<file path="config.mk">
export PLATFORM = sky130hd
export DESIGN_NAME = treasure_vote_filter
export DESIGN_NICKNAME = d
export VERILOG_FILES = /design/src/rtl/treasure_vote_filter.sv
export SDC_FILE = /design/constraint.sdc
export NUM_CORES = 1
export LEC_CHECK = 0
export CAP_MARGIN = 0
export CORE_UTILIZATION = 40
export CTS_CLUSTER_SIZE = 16
export DETAILED_ROUTE_END_ITERATION = 7
export GPL_TIMING_DRIVEN = 1
export PLACE_DENSITY = 0.69
export SYNTH_ARGS = -nofsm -noshare
export SYNTH_HDL_FRONTEND = slang
export SYNTH_SLANG_ARGS = --single-unit
</file>
<file path="constraint.sdc">
create_clock -name CLK -period 2.6 [get_ports CLK]
set_input_delay 0.52 -clock CLK [delete_from_list [all_inputs] [get_ports CLK]]
set_output_delay 0.52 -clock CLK [all_outputs]
set_load 0.05 [all_outputs]
</file>
<file path="src/rtl/treasure_vote_filter.sv">
// rtl/treasure_vote_filter.sv - frame-to-frame vote filter for the treasure classifier code
//
// Ports:
//   CLK           in   system clock
//   RESET_N       in   asynchronous active-low reset
//   CODE_IN       in   per-frame classifier code {colour, shape[1:0]}
//   CODE_VALID    in   one-cycle strobe qualifying CODE_IN
//   CODE_OUT      out  debounced code
//   CODE_STABLE   out  last decision met THRESH
//   CODE_CHANGED  out  one-cycle pulse when CODE_OUT changes
//   STALE         out  no frame seen for TIMEOUT_CYCLES
module treasure_vote_filter #(
    parameter int DEPTH          = 8,
    parameter int THRESH         = 5,
    parameter int TIMEOUT_CYCLES = 5_000_000
) (
    input  logic       CLK,
    input  logic       RESET_N,
    input  logic [2:0] CODE_IN,
    input  logic       CODE_VALID,
    output logic [2:0] CODE_OUT,
    output logic       CODE_STABLE,
    output logic       CODE_CHANGED,
    output logic       STALE
);

    localparam int IDX_W = $clog2(DEPTH);
    localparam int CNT_W = $clog2(DEPTH + 1);
    localparam int TMO_W = $clog2(TIMEOUT_CYCLES + 1);

    typedef enum logic [1:0] {
        IDLE   = 2'd0,
        SCAN   = 2'd1,
        DECIDE = 2'd2
    } state_t;

    state_t             state_q;
    logic [2:0]         hist_code_q [DEPTH];
    logic [DEPTH-1:0]   hist_vld_q;
    logic               pend_q;
    logic [2:0]         pend_code_q;
    logic [2:0]         cand_q;
    logic [IDX_W-1:0]   idx_q;
    logic [CNT_W-1:0]   cnt_q;
    logic [TMO_W-1:0]   tmo_q;
    logic [TMO_W-1:0]   tmo_d;
    logic [2:0]         out_q;
    logic               stable_q;
    logic               changed_q;
    logic               stale_q;

    logic [2:0]         in_norm;
    logic [2:0]         start_code;
    logic               start;
    logic               tmo_hit;
    logic               match;

    always_comb begin
        // No shape detected means no treasure; colour bit is meaningless then.
        in_norm    = (CODE_IN[1:0] == 2'b00) ? 3'b000 : CODE_IN;
        start      = CODE_VALID || pend_q;
        start_code = CODE_VALID ? in_norm : pend_code_q;
        // Fires only on the step into the saturated value, so it cannot repeat.
        tmo_hit    = !CODE_VALID && (tmo_q == TMO_W'(TIMEOUT_CYCLES - 1));
        if (CODE_VALID) begin
            tmo_d = '0;
        end else if (tmo_q == TMO_W'(TIMEOUT_CYCLES)) begin
            tmo_d = tmo_q;
        end else begin
            tmo_d = tmo_q + TMO_W'(1);
        end
        match = hist_vld_q[idx_q] && (hist_code_q[idx_q] == cand_q);
    end

    always_ff @(posedge CLK or negedge RESET_N) begin
        if (!RESET_N) begin
            state_q     <= IDLE;
            for (int i = 0; i < DEPTH; i++) begin
                hist_code_q[i] <= 3'b000;
            end
            hist_vld_q  <= '0;
            pend_q      <= 1'b0;
            pend_code_q <= 3'b000;
            cand_q      <= 3'b000;
            idx_q       <= '0;
            cnt_q       <= '0;
            tmo_q       <= '0;
            out_q       <= 3'b000;
            stable_q    <= 1'b0;
            changed_q   <= 1'b0;
            stale_q     <= 1'b0;
        end else begin
            tmo_q     <= tmo_d;
            changed_q <= 1'b0;
            if (CODE_VALID) begin
                stale_q <= 1'b0;
            end

            if (tmo_hit) begin
                // Timeout overrides any scan in flight and forgets all history.
                stale_q    <= 1'b1;
                out_q      <= 3'b000;
                stable_q   <= 1'b0;
                changed_q  <= (out_q != 3'b000);
                hist_vld_q <= '0;
                pend_q     <= 1'b0;
                state_q    <= IDLE;
            end else begin
                case (state_q)
                    IDLE: begin
                        if (start) begin
                            for (int i = DEPTH - 1; i > 0; i--) begin
                                hist_code_q[i] <= hist_code_q[i-1];
                            end
                            hist_code_q[0] <= start_code;
                            hist_vld_q     <= {hist_vld_q[DEPTH-2:0], 1'b1};
                            cand_q         <= start_code;
                            idx_q          <= '0;
                            cnt_q          <= '0;
                            pend_q         <= 1'b0;
                            state_q        <= SCAN;
                        end
                    end
                    SCAN: begin
                        if (CODE_VALID) begin
                            pend_q      <= 1'b1;
                            pend_code_q <= in_norm;
                        end
                        cnt_q <= cnt_q + CNT_W'(match);
                        idx_q <= idx_q + IDX_W'(1);
                        if (idx_q == IDX_W'(DEPTH - 1)) begin
                            state_q <= DECIDE;
                        end
                    end
                    DECIDE: begin
                        if (CODE_VALID) begin
                            pend_q      <= 1'b1;
                            pend_code_q <= in_norm;
                        end
                        if (cnt_q >= CNT_W'(THRESH)) begin
                            stable_q  <= 1'b1;
                            out_q     <= cand_q;
                            changed_q <= (cand_q != out_q);
                        end else begin
                            stable_q  <= 1'b0;
                        end
                        state_q <= IDLE;
                    end
                    default: state_q <= IDLE;
                endcase
            end
        end
    end

    assign CODE_OUT     = out_q;
    assign CODE_STABLE  = stable_q;
    assign CODE_CHANGED = changed_q;
    assign STALE        = stale_q;

endmodule

</file>
==> results_tabular.tex <==
\begin{tabular}{lr}
\hline
Metric & Value \\
\hline
\multicolumn{2}{l}{\textbf{Run status}} \\
Result of the run & finished, final reports clean \\
\multicolumn{2}{l}{\textbf{Global routing}} \\
Remaining Overflow, GRT & 0 \\
Global-route wire length before repair & 12.4 mm \\
Met1 Resource Use GR & 21.1\% \\
Antenna violations before repair & 0 \\
Global routing usage on met2 & 25.0\% \\
Vias in the first global route & about 2600 \\
Routing layer with the top usage in global route & met2 \\
Total global routing track utilization & 16.1\% \\
Global-route track usage on met3 & 4.87\% \\
Pin count of the biggest net entering global routing & 55 \\
\multicolumn{2}{l}{\textbf{Timing}} \\
Actual transition at the worst max-transition pin & 0.501 ns \\
Largest clock skew in the final design & 0.00473 ns \\
Number of hold violations in the final report & 0 \\
Number of slew-limit violations in the final report & 0 \\
Setup repair after global routing missed its margin & no \\
Highest clock rate & 406 MHz \\
Rel. slew slack & approximately 67\% \\
Post-route fraction of the period consumed by the critical path & between 90\% and 100\% \\
Final critical-path required period & 2.47 ns \\
Setup TNS & 0 ns \\
Final number of setup-violating endpoints & 0 \\
\multicolumn{2}{l}{\textbf{Logic synthesis}} \\
Post-synthesis adder-cell area fraction & 3.26\% \\
Xor and xnor area share after synthesis & about 5\% \\
Synth Area per Inst & 11.3 µm² \\
Number of cells produced by synthesis & 339 \\
Area share of the largest cell type after synthesis & 48.2\% \\
Post-synth top flop & dfrtp\_1 \\
Number of flops mapped to enable cells by yosys & 0 \\
Distinct cell type count after synthesis & 51 \\
Largest area contributor in the netlist & dfrtp\_1 \\
Flip-flop and latch count after synthesis & 74 \\
Main area contributors after synthesis & dfrtp\_1 48\%, mux2\_4 6.6\%, mux4\_2 4.7\%, xnor2\_1 3.9\%, nor2\_1 3.4\% \\
Share of synthesized area spent on multiplexers & 15.5\% \\
Part of the Yosys area used for sequential elements & $\sim$48\% \\
Count of warnings emitted by yosys & 0 \\
Cell area after synthesis & 3840 µm² \\
Fraction of registers with async set or reset after synthesis & 100\% \\
Share of the synthesized area in compound gates (AO/OA/AOI/OAI) & 7.98\% \\
Synth Area in Simple Gates & 16.6\% \\
Largest family of logic cells by synthesized area & simple AND/OR/NAND/NOR gates \\
Post-synthesis net count & 355 \\
\multicolumn{2}{l}{\textbf{Setup path}} \\
R2R cell count & 8 \\
Required time reported for the critical path endpoint & 2.85 ns \\
R2R setup slack & 0.13 ns \\
Crit path DAT & 2.71 ns \\
Critical path endpoint category & flop \\
Termination of the worst setup path & cnt\_q[1] \\
Crit Path Class & flop to flop \\
Largest fanout of any net on the critical path & 3 \\
CP startpoint & idx\_q[0] \\
Crit Reg-Reg Endpoint & cnt\_q[1] \\
Reg2reg start & idx\_q[0] \\
Critical Path Source Type & flop \\
\multicolumn{2}{l}{\textbf{Layout}} \\
Count of inserted antenna diode cells & 0 \\
Post-layout net count & 375 \\
Layout-stage area growth over the synthesis result & 12.6\% \\
Final design area excluding fillers & 4330 µm² \\
Fraction of layout instances using a drive strength above 1 & around a fifth \\
\multicolumn{2}{l}{\textbf{Power}} \\
Power per unit of standard cell area & 1010 nW/µm² \\
Leakage dissipation & 1.83 nW \\
Peak supply drop & 0.358 mV \\
Final total power & 4.38 mW \\
\multicolumn{2}{l}{\textbf{Worst hold path}} \\
Type of the most critical hold path & input port to asynchronous set/reset pin \\
\multicolumn{2}{l}{\textbf{Clock network}} \\
Post-CTS setup buffer count & 0 \\
Clock root buffer master & clkbuf\_8 \\
Hold-fix buffers at CTS & 0 \\
Clock latency at the later pin of the worst-skew pair & 0.36 ns \\
CTS Sinks & 74 \\
Cts bufs inserted & 9 \\
Clock tree buffer depth & 2 \\
CTS H-tree depth & 3 \\
Total of cells resized after clock tree synthesis & 0 \\
Clock transition time at the flip-flop clock pins of the worst setup and hold paths & approximately 0.07 ns \\
TritonCTS clock tree & yes \\
\multicolumn{2}{l}{\textbf{Die}} \\
Total die area & 10000 µm² \\
Chip Height & 100 µm \\
Starting utilization of the core area & 41.4\% \\
Width of the die & 100 µm \\
I/O pin count & 12 \\
Placeable core region & just over 9000 µm² \\
Total number of placement rows & 35 \\
\multicolumn{2}{l}{\textbf{Drt}} \\
Iter 0 DRT Violations & between 100 and 150 \\
\# DRC & 0 \\
DRT antenna net count & 0 \\
Via count normalized by instance count & 5.11 \\
First-pass DRT Iterations & 4 \\
Vias post-DR & about 2500 \\
Final routed wirelength across all metal layers & 7.03 mm \\
Routed len/inst & around 14 µm \\
\multicolumn{2}{l}{\textbf{Place}} \\
Area post-placement & slightly above 4000 µm² \\
Port Buf Inserts & 11 \\
Detailed Place HPWL & 4.91 mm \\
Last weighted congestion value of the routability-driven placer & a little over 0.8 \\
\multicolumn{2}{l}{\textbf{Job}} \\
Max Cap Viol & 0 \\
\hline
\end{tabular}
through the flow:
step                      instances  setup WS, ns  util, %  hold slack (ns)
after floorplan                 339         0.164        -            0.224
after global placement          477         0.168     44.8            0.471
after detailed placement        477         0.130     44.8            0.478
after CTS                       492         0.125     46.6            0.121
after global routing            492        0.0107     46.6            0.129
final                           492         0.134     46.6            0.123
worst max-delay path, stage by stage (launching register included):
cell and delay [ns]:
dfrtp_1 0.40, mux4_2 0.53, or3b_1 0.36, a21oi_1 0.15, a21oi_1 0.05, nor3_1 0.20, ha_1 0.22, ha_1 0.23
a32o_1 0.22
layer usage:
| metal | part of all wire [%] | wire (µm) |
|---|---|---|
| met1 | 50 | 3490 |
| met2 | 45 | 3200 |
| met3 | 3.2 | 223 |
| met4 | 1.7 | 123 |
| met5 | 0 | 0 |
registers in the layout, summed over array words and instances, names as in the netlist:
signal	flops
CODE_CHANGED	1
CODE_OUT	3
CODE_STABLE	1
STALE	1
cand_q	3
cnt_q	4
hist_code_q	21
hist_vld_q	8
idx_q	3
pend_code_q	3
pend_q	1
state_q	2
tmo_q	23
cells in the mapped netlist (4+ instances only):
master / count
a32o_1: 4
nand2_1: 27
mux4_2: 8
clkbuf_1: 11
nor4_1: 4
nor2_1: 35
o31ai_1: 4
or3_1: 5
xor2_1: 5
mux2_2: 5
mux2i_1: 8
nand2b_1: 6
mux2_4: 17
inv_1: 10
a21oi_1: 17
xnor2_1: 17
nand3_1: 11
dfrtp_1: 74
o21ai_0: 9
nor3_1: 7
ha_1: 10
power by group:
group          internal, mW  leakage, nW  total (mW)  switching [mW]
Combinational         0.995        0.803        1.80           0.808
Sequential             1.50        0.932        1.78           0.288
Clock                 0.388       0.0920       0.790           0.402
Total                  2.88         1.83        4.38            1.50
final cells by class:
cell class              count  area (µm²)
clock buffers              12         155
clock inverters             3        15.0
fillers                   862        4960
inverters                  10        37.5
multi-input cells         237        1850
flip-flops and latches     74        1850
well taps                 129         161
repair buffers             27         250
worst min-delay path by stage:
| stage | start | end | slack [ns] |
|---|---|---|---|
| 2_1_floorplan | RESET_N | CODE_CHANGED | 0.22 |
| 3_3_place_gp | pend_code_q[2] | pend_code_q[2] | 0.47 |
| 3_5_place_dp | pend_code_q[2] | pend_code_q[2] | 0.48 |
| 4_1_cts | RESET_N | CODE_CHANGED | 0.12 |
| 5_1_grt | RESET_N | CODE_CHANGED | 0.13 |
| 6_report | RESET_N | CODE_CHANGED | 0.12 |
cells in the final DEF (no fill, tap or decap), types with 2 or more instances in the layout:
cell | Yosys | layout
dfrtp_1 | 74 | 74
o31ai_1 | 4 | 4
or3_1 | 5 | 5
a32o_1 | 4 | 4
or2_2 | 2 | 2
o21ai_0 | 9 | 9
nand4_1 | 2 | 2
nor4_1 | 4 | 4
nand3_1 | 11 | 11
nand2b_1 | 6 | 6
nor2_1 | 35 | 35
xor2_1 | 5 | 5
clkdlybuf4s50_1 | 0 | 10
xnor2_1 | 17 | 17
nor3_1 | 7 | 7
nor2b_1 | 2 | 2
a31o_2 | 2 | 2
clkbuf_8 | 0 | 11
and4_1 | 2 | 2
mux4_2 | 8 | 8
and4bb_2 | 2 | 2
mux2_2 | 5 | 5
buf_12 | 0 | 2
mux2i_1 | 8 | 8
inv_1 | 10 | 10
nor3_2 | 2 | 2
nand2_1 | 27 | 27
mux2_1 | 2 | 2
buf_4 | 1 | 14
a21oi_1 | 17 | 17
a2bb2oi_1 | 3 | 3
nand3b_1 | 3 | 3
mux2_4 | 17 | 17
ha_1 | 10 | 10
clkinv_2 | 0 | 3
kinds of logic (layout without fill, tap and decap cells):
kind of cell	after synthesis	count (layout)
AO/OA/AOI/OAI	47	47
XOR/XNOR	22	22
adder cells (fa/ha/maj)	10	10
buffers and inverters	28	52
flip-flops	74	74
multiplexers	40	40
AND/OR/NAND/NOR	118	118
Note: power is estimated with default switching activity, not from simulation.
